`src/rtl/mulpop_scheduler_pkg.sv`:
```
// Shared types and constants for the multiply/popcount scheduler.
package mulpop_pkg;

   typedef enum logic [1:0] {IDLE, ISSUE, WAIT, RESP} state_t;

   localparam logic [1:0] ST_OK  = 2'b11;
   localparam logic [1:0] ST_OVF = 2'b10;
   localparam logic [1:0] ST_TMO = 2'b00;

   localparam int DEF_OPW = 24;   // operand width
   localparam int W_W     = 32;   // result W width
   localparam int L_W     = 24;   // ones-count L width

   // Captured response payload, held in RESP until consumed.
   typedef struct packed {
      logic [W_W-1:0] w;
      logic [L_W-1:0] l;
      logic [1:0]     status;
   } rsp_t;

endpackage

```
`src/rtl/mulpop_scheduler_if.sv`:
```
// Requester, datapath and response signals of the scheduler.
interface mulpop_scheduler_if
   import mulpop_pkg::*;
#(
   parameter int NREQ = 2,
   parameter int OPW  = DEF_OPW,
   parameter int IDW  = $clog2(NREQ)
);
   logic [NREQ-1:0]           req_valid;
   logic [NREQ-1:0]           req_ready;
   logic [NREQ-1:0][OPW-1:0]  req_a1;
   logic [NREQ-1:0][OPW-1:0]  req_a2;

   logic                      dp_start;
   logic [OPW-1:0]            dp_a1;
   logic [OPW-1:0]            dp_a2;
   logic                      dp_done;
   logic [W_W-1:0]            dp_w;
   logic [L_W-1:0]            dp_l;
   logic                      dp_ovf;

   logic                      rsp_valid;
   logic                      rsp_ready;
   logic [IDW-1:0]            rsp_id;
   logic [W_W-1:0]            rsp_w;
   logic [L_W-1:0]            rsp_l;
   logic [1:0]                rsp_status;
   logic [15:0]               op_count;
   logic                      busy;

   // Scheduler side.
   modport slave (
      input  req_valid, req_a1, req_a2, dp_done, dp_w, dp_l, dp_ovf, rsp_ready,
      output req_ready, dp_start, dp_a1, dp_a2, rsp_valid, rsp_id, rsp_w,
             rsp_l, rsp_status, op_count, busy
   );

   // Requesters plus datapath, seen from outside the scheduler.
   modport master (
      output req_valid, req_a1, req_a2, dp_done, dp_w, dp_l, dp_ovf, rsp_ready,
      input  req_ready, dp_start, dp_a1, dp_a2, rsp_valid, rsp_id, rsp_w,
             rsp_l, rsp_status, op_count, busy
   );
endinterface

```
`src/rtl/mulpop_scheduler_rr_arbiter.sv`:
```
// Combinational round-robin picker: first requester at or above ptr, wrapping.
module rr_arbiter #(
   parameter int NREQ = 2,
   parameter int IDW  = $clog2(NREQ)
) (
   input  logic [NREQ-1:0] req,
   input  logic [IDW-1:0]  ptr,
   input  logic            en,
   output logic [NREQ-1:0] grant,
   output logic [IDW-1:0]  id
);
   logic [IDW:0] pos;
   logic         found;

   // Scan NREQ positions starting at ptr; first hit wins.
   always_comb begin
      grant = '0;
      id    = '0;
      found = 1'b0;
      pos   = '0;
      for (int k = 0; k < NREQ; k++) begin
         pos = {1'b0, ptr} + (IDW+1)'(k);
         if (pos >= (IDW+1)'(NREQ)) pos = pos - (IDW+1)'(NREQ);
         if (en && !found && req[pos[IDW-1:0]]) begin
            grant[pos[IDW-1:0]] = 1'b1;
            id                  = pos[IDW-1:0];
            found               = 1'b1;
         end
      end
   end
endmodule

```
`src/rtl/mulpop_scheduler.sv`:
```
// Round-robin scheduler for a shared multiply/popcount datapath with timeout.
module mulpop_scheduler
   import mulpop_pkg::*;
#(
   parameter int NREQ    = 2,
   parameter int OPW     = DEF_OPW,
   parameter int TIMEOUT = 64,
   parameter int IDW     = $clog2(NREQ)
) (
   input logic          clk,
   input logic          reset,
   mulpop_scheduler_if.slave bus
);
   localparam int TW = $clog2(TIMEOUT + 1);

   state_t          state, state_nx;
   logic [IDW-1:0]  ptr;
   logic [IDW-1:0]  gid;
   logic [OPW-1:0]  a1, a2;
   logic [TW-1:0]   timer;
   rsp_t            rsp_q;
   logic [15:0]     cnt;
   logic [NREQ-1:0] grant;
   logic [IDW-1:0]  gnt_id;
   logic            expire;

   // Grants only offered from IDLE and never while reset is held.
   rr_arbiter #(.NREQ(NREQ), .IDW(IDW)) u_arb (
      .req   (bus.req_valid),
      .ptr   (ptr),
      .en    (state == IDLE && !reset),
      .grant (grant),
      .id    (gnt_id)
   );

   assign expire = (timer == TW'(TIMEOUT - 1));

   // State register.
   always_ff @(posedge clk) begin
      if (reset) state <= IDLE;
      else       state <= state_nx;
   end

   // Next-state logic; dp_done takes priority over the expiry check.
   always_comb begin
      state_nx = state;
      case (state)
         IDLE:  if (|grant) state_nx = ISSUE;
         ISSUE: state_nx = WAIT;
         WAIT:  if (bus.dp_done || expire) state_nx = RESP;
         RESP:  if (bus.rsp_ready) state_nx = IDLE;
         default: state_nx = IDLE;
      endcase
   end

   // Operand latch, timer, result capture, counter and fairness pointer.
   always_ff @(posedge clk) begin
      if (reset) begin
         ptr   <= '0;
         gid   <= '0;
         a1    <= '0;
         a2    <= '0;
         timer <= '0;
         rsp_q <= '0;
         cnt   <= '0;
      end else begin
         case (state)
            IDLE: if (|grant) begin
               a1  <= bus.req_a1[gnt_id];
               a2  <= bus.req_a2[gnt_id];
               gid <= gnt_id;
            end
            ISSUE: timer <= '0;
            WAIT: begin
               timer <= timer + 1'b1;
               if (bus.dp_done)
                  rsp_q <= '{w: bus.dp_w, l: bus.dp_l,
                             status: bus.dp_ovf ? ST_OVF : ST_OK};
               else if (expire)
                  rsp_q <= '{w: '0, l: '0, status: ST_TMO};
            end
            RESP: if (bus.rsp_ready) begin
               if (rsp_q.status != ST_TMO) cnt <= cnt + 16'd1;
               ptr <= (gid == IDW'(NREQ - 1)) ? '0 : gid + 1'b1;
            end
            default: ;
         endcase
      end
   end

   assign bus.req_ready  = grant;
   assign bus.dp_start   = (state == ISSUE);
   assign bus.dp_a1      = a1;
   assign bus.dp_a2      = a2;
   assign bus.rsp_valid  = (state == RESP);
   assign bus.rsp_id     = gid;
   assign bus.rsp_w      = rsp_q.w;
   assign bus.rsp_l      = rsp_q.l;
   assign bus.rsp_status = rsp_q.status;
   assign bus.op_count   = cnt;
   assign bus.busy       = (state != IDLE);
endmodule

```
`src/flat_wrapper.sv`:
```
// flat-port wrapper written by rule: the top's interface ports become plain ports
module mulpop_scheduler_flat import mulpop_pkg::*;
#(
   parameter int NREQ    = 2,
   parameter int OPW     = DEF_OPW,
   parameter int TIMEOUT = 64,
   parameter int IDW     = $clog2(NREQ)
)
  (clk, reset, bus_req_valid, bus_req_a1, bus_req_a2, bus_dp_done, bus_dp_w, bus_dp_l, bus_dp_ovf, bus_rsp_ready, bus_req_ready, bus_dp_start, bus_dp_a1, bus_dp_a2, bus_rsp_valid, bus_rsp_id, bus_rsp_w, bus_rsp_l, bus_rsp_status, bus_op_count, bus_busy);
  mulpop_scheduler_if #(.NREQ(NREQ), .OPW(OPW), .IDW(IDW)) bus_i ();
  input logic clk;
  input logic reset;
  input wire logic [$bits(bus_i.req_valid)-1:0] bus_req_valid;
  input wire logic [$bits(bus_i.req_a1)-1:0] bus_req_a1;
  input wire logic [$bits(bus_i.req_a2)-1:0] bus_req_a2;
  input wire logic [$bits(bus_i.dp_done)-1:0] bus_dp_done;
  input wire logic [$bits(bus_i.dp_w)-1:0] bus_dp_w;
  input wire logic [$bits(bus_i.dp_l)-1:0] bus_dp_l;
  input wire logic [$bits(bus_i.dp_ovf)-1:0] bus_dp_ovf;
  input wire logic [$bits(bus_i.rsp_ready)-1:0] bus_rsp_ready;
  output wire logic [$bits(bus_i.req_ready)-1:0] bus_req_ready;
  output wire logic [$bits(bus_i.dp_start)-1:0] bus_dp_start;
  output wire logic [$bits(bus_i.dp_a1)-1:0] bus_dp_a1;
  output wire logic [$bits(bus_i.dp_a2)-1:0] bus_dp_a2;
  output wire logic [$bits(bus_i.rsp_valid)-1:0] bus_rsp_valid;
  output wire logic [$bits(bus_i.rsp_id)-1:0] bus_rsp_id;
  output wire logic [$bits(bus_i.rsp_w)-1:0] bus_rsp_w;
  output wire logic [$bits(bus_i.rsp_l)-1:0] bus_rsp_l;
  output wire logic [$bits(bus_i.rsp_status)-1:0] bus_rsp_status;
  output wire logic [$bits(bus_i.op_count)-1:0] bus_op_count;
  output wire logic [$bits(bus_i.busy)-1:0] bus_busy;
  assign bus_i.req_valid = bus_req_valid;
  assign bus_i.req_a1 = bus_req_a1;
  assign bus_i.req_a2 = bus_req_a2;
  assign bus_i.dp_done = bus_dp_done;
  assign bus_i.dp_w = bus_dp_w;
  assign bus_i.dp_l = bus_dp_l;
  assign bus_i.dp_ovf = bus_dp_ovf;
  assign bus_i.rsp_ready = bus_rsp_ready;
  assign bus_req_ready = bus_i.req_ready;
  assign bus_dp_start = bus_i.dp_start;
  assign bus_dp_a1 = bus_i.dp_a1;
  assign bus_dp_a2 = bus_i.dp_a2;
  assign bus_rsp_valid = bus_i.rsp_valid;
  assign bus_rsp_id = bus_i.rsp_id;
  assign bus_rsp_w = bus_i.rsp_w;
  assign bus_rsp_l = bus_i.rsp_l;
  assign bus_rsp_status = bus_i.rsp_status;
  assign bus_op_count = bus_i.op_count;
  assign bus_busy = bus_i.busy;
  mulpop_scheduler #(.NREQ(NREQ), .OPW(OPW), .TIMEOUT(TIMEOUT), .IDW(IDW)) u_core (.clk(clk), .reset(reset), .bus(bus_i));
endmodule
```
`config.mk`:
```
export PLATFORM = sky130hd
export DESIGN_NAME = mulpop_scheduler_flat
export DESIGN_NICKNAME = d
export VERILOG_FILES = /design/src/rtl/mulpop_scheduler_pkg.sv /design/src/rtl/mulpop_scheduler_if.sv /design/src/rtl/mulpop_scheduler_rr_arbiter.sv /design/src/rtl/mulpop_scheduler.sv /design/src/flat_wrapper.sv
export SDC_FILE = /design/constraint.sdc
export NUM_CORES = 1
export LEC_CHECK = 0
export CORE_ASPECT_RATIO = 0.75
export CORE_UTILIZATION = 40
export DETAILED_ROUTE_END_ITERATION = 8
export PLACE_DENSITY = 0.81
export SLEW_MARGIN = 20
export SYNTH_ARGS = -nofsm -noshare
export SYNTH_HDL_FRONTEND = slang
export SYNTH_HIERARCHICAL = 1
export SYNTH_SLANG_ARGS = --single-unit
```
`constraint.sdc`:
```
create_clock -name clk -period 3.72 [get_ports clk]
set_clock_uncertainty 0.1 [all_clocks]
set_input_delay 1.116 -clock clk [delete_from_list [all_inputs] [get_ports clk]]
set_output_delay 1.116 -clock clk [all_outputs]
set_load 0.02 [all_outputs]
```
==> impl_metrics.yaml, run 1 <==
run_status:
  status: "complete, no violations"
clocking:
  worstSkewPairLatency_ns: 0.41
  clkTransAtPathRegs_ns: 0.06
  cts_root_buffer: "clkbuf_16"
  clockBufferDepth: 2
  cts_buffers: 17
  cts_max_level: 4
  cts_tree: "built"
  cts_num_sinks: 133
detailed_routing:
  avgRoutedWirePerCell_um: 16.7
  drc: 0
  firstDrtPassIters: 4
  drt_iter0_drc: 263
  vias: 5661
  wl_mm: 18.0
  drtAntennaViolNets: 0
  vias_per_cell: 5.26
power_and_ir_drop:
  fin_total_pwr_mw: 5.38
  comb_power_share_pct: 34.7
  leakagePower_nw: 3.12
  p_seq_share_pct: 33.3
  clockPowerShare_pct: 32.0
  p_int_mw: 3.58
  power.switching_mw: 1.80
  ir_drop_mv: 0.321
  sw_frac_of_total_pct: 33.5
  powerDensity_nw_per_um2: 589
setup_path:
  max_stage_delay_ns: 0.50
  critPathCaptureType: "output port"
  slowest_stage: "clkdlybuf4s50_1"
  cp.required_ns: 2.50
  path_class: "in -> out"
  critPathArrivalTime_ns: 2.27
  start_kind: "input port"
  regToRegSetupSlack_ns: 1.24
  crit_fanout: 2
  crit_chain: "clkdlybuf4s50_1, nand2_1, a21oi_1, dlygate4sd2_1"
global_routing:
  overflow: 0
  grt_util_all_layers_pct: 24.3
  antenna_found_initial: 0
  grt_pass1_wl_mm: 26.9
  grt_max_degree: 81
  first_global_vias: 5219
final_layout:
  layout_commonest_cell: "clkdlybuf4s50_1"
  n_fill_cell: 1074
  diodes: 0
  final_cell_mix: "clkdlybuf4s50_1, dfxtp_1, nor2_1, a21oi_1, nand3_1"
  drive_above_1_share_pct: 6.08
  syn2layout_area_growth_pct: 64.8
  instances_no_fill: 1076
  nNetsFinal: 1057
  utilization_pct: 69.0
sta:
  rsz0062_at_grt: "false"
  period_share_pct: 93.6
  max_slew_margin_pct: 40.2
  setup_slack_ns: 0.239
  hold_viol_final: 0
  max_freq_mhz: 287
  finalSetupViolations: 0
  slew_viol_final: 0
  layout_min_cycle_time_ns: 3.48
  fin_setup_tns_ns: 0
  worst_pin_slew_ns: 0.896
floorplanning:
  dieWidth_um: 138
  rows: 36
  ios: 287
  die-area_sq_um: 14300
  initial_core_util_pct: 41.8
  core_sq_um: 13200
  die_h_um: 104
logic_synthesis:
  syn_inst: 634
  ys_ff_latch: 133
  ys_types: 39
  synth_edf_count: 0
  netlist_area_sq_um: 5540
  avgSynthCellArea_sq_um: 8.74
  synth_fp_nets: 799
  async_flop_share_pct: 0
  synth_seq_area_share_pct: 48.0
  synth_ff_type: "dfxtp_1"
  ys_warn_count: 6
placed_design:
  dp.cells: 1044
  gp_congestion: 0.839
  pre_cts_ws_ns: -0.0112
  portBuffers: 286
  hpwl_mm: 12.3
job:
  drv_cap: 0
worst_hold_path:
  hp-class: "reg -> reg"
[Yosys cell counts (2+ instances only)]
library cell  number  area, sq um
dfxtp_1          133         2660
a21oi_1           70          350
nor2_1            70          263
nand3_1           63          315
o21ai_0           61          305
clkbuf_1          52          195
mux2i_1           50          500
a211oi_1          48          360
nand2_1           15         56.3
xor2_1             8         70.1
nand4_1            7         43.8
ha_1               6         75.1
or3_1              5         31.3
inv_1              4         15.0
nand2b_1           4         25.0
xnor2_1            4         35.0
buf_1              3         11.3
nor2b_1            3         18.8
nor3_1             3         15.0
buf_2              2         10.0
mux2_2             2         22.5
nand3b_1           2         15.0
o21ai_1            2         10.0
or4_1              2         15.0
[logic make-up (layout without fill, tap and decap cells)]
kind of cell / count (synthesis) / after routing / share of synthesized area (%)
AO/OA/AOI/OAI: 188 / 188 / 19.6
XOR/XNOR: 12 / 12 / 1.90
adder cells (fa/ha/maj): 6 / 6 / 1.35
buffers and inverters: 63 / 334 / 4.33
flip-flops: 133 / 133 / 48.0
multiplexers: 52 / 52 / 9.44
AND/OR/NAND/NOR: 180 / 180 / 15.3
[registers in the layout (all words and copies together), names as in the netlist]
signal	cells
u_core/timer	7
u_core/ptr	1
u_core/bus.dp_a2	24
u_core/bus.op_count	16
u_core/bus.rsp_status	2
u_core/bus.rsp_l	24
u_core/bus.rsp_w	32
u_core/state	2
u_core/bus.rsp_id	1
u_core/bus.dp_a1	24
[layer usage]
metal / up-vias / part of all wire (%) / global-route usage (%)
met5: - / 0 / 0
met4: 0 / 1.6 / 7.92
met3: 18 / 9.4 / 9.26
met2: 216 / 48 / 40.6
met1: 2632 / 41 / 28.1
li1: 2795 / - / -
[what timing repair did]
action,CTS,global route
endpoints found under the hold margin,0,0
setup endpoints to repair,1,1
setup buffers,0,0
hold buffers,0,0
resized for setup,1,1
gates cloned,0,0
[worst paths after layout]
check / from / end / depth (start not counted)
hold / removal: u_core/bus.rsp_l[14] / u_core/bus.rsp_l[14] / 2
setup / recovery: bus_req_valid[1] / bus_req_ready[1] / 4
setup reg to reg: u_core/state[0] / u_core/bus.dp_a2[13] / 11
hold reg to reg: u_core/bus.rsp_l[14] / u_core/bus.rsp_l[14] / 2
[worst max-delay path, delay by kind of cell]
kind | cells | cell delay (ns)
buf+inv | 2 | 0.87
compound gates | 1 | 0.19
simple gates | 1 | 0.09
[power groups by stage]
stage	clock network [mW]	registers (mW)	logic (mW)
6_report	1.72	1.79	1.87
5_1_grt	1.84	1.82	2.00
4_1_cts	1.76	1.79	1.87
3_5_place_dp	0	1.82	1.86
3_3_place_gp	0	1.81	1.85
2_1_floorplan	0	2.09	0.725
[metrics by stage]
step           area (sq um)  hold slack, ns
3_5_place_dp           8520           0.365
5_1_grt                9140           0.396
3_3_place_gp           8520           0.358
2_1_floorplan          5540           0.354
6_report               9140           0.371
4_1_cts                9130           0.373
[cell type report]
class                   instances  area, sq um  share of cell area (%)
multi-input cells             438         2680                    29.3
clock inverters                14          174                    1.90
flip-flops and latches        133         2660                    29.1
well taps                     171          214                    2.34
repair buffers                297         2950                    32.3
clock buffers                  18          439                    4.81
inverters                       5         18.8                   0.205
Power figures use the tool's default switching activity.
==> run 2, diff against run 1 <==
--- a/config.mk
+++ b/config.mk
@@ -5,6 +5,7 @@
 export SDC_FILE = /design/constraint.sdc
 export NUM_CORES = 1
 export LEC_CHECK = 0
+export ABC_CLOCK_PERIOD_IN_PS = 3720
 export CORE_ASPECT_RATIO = 0.75
 export CORE_UTILIZATION = 40
 export DETAILED_ROUTE_END_ITERATION = 8
==> results of run 2 <==
Same layout as run 1: the final DEF is identical, and so are final timing and power.
==> run 3, diff against run 2 <==
--- a/config.mk
+++ b/config.mk
@@ -9,7 +9,9 @@
 export CORE_ASPECT_RATIO = 0.75
 export CORE_UTILIZATION = 40
 export DETAILED_ROUTE_END_ITERATION = 8
+export HOLD_SLACK_MARGIN = 0.05
 export PLACE_DENSITY = 0.81
+export SKIP_LAST_GASP = 1
 export SLEW_MARGIN = 20
 export SYNTH_ARGS = -nofsm -noshare
 export SYNTH_HDL_FRONTEND = slang
==> results of run 3 <==
Same layout as run 1: the final DEF is identical, and so are final timing and power.
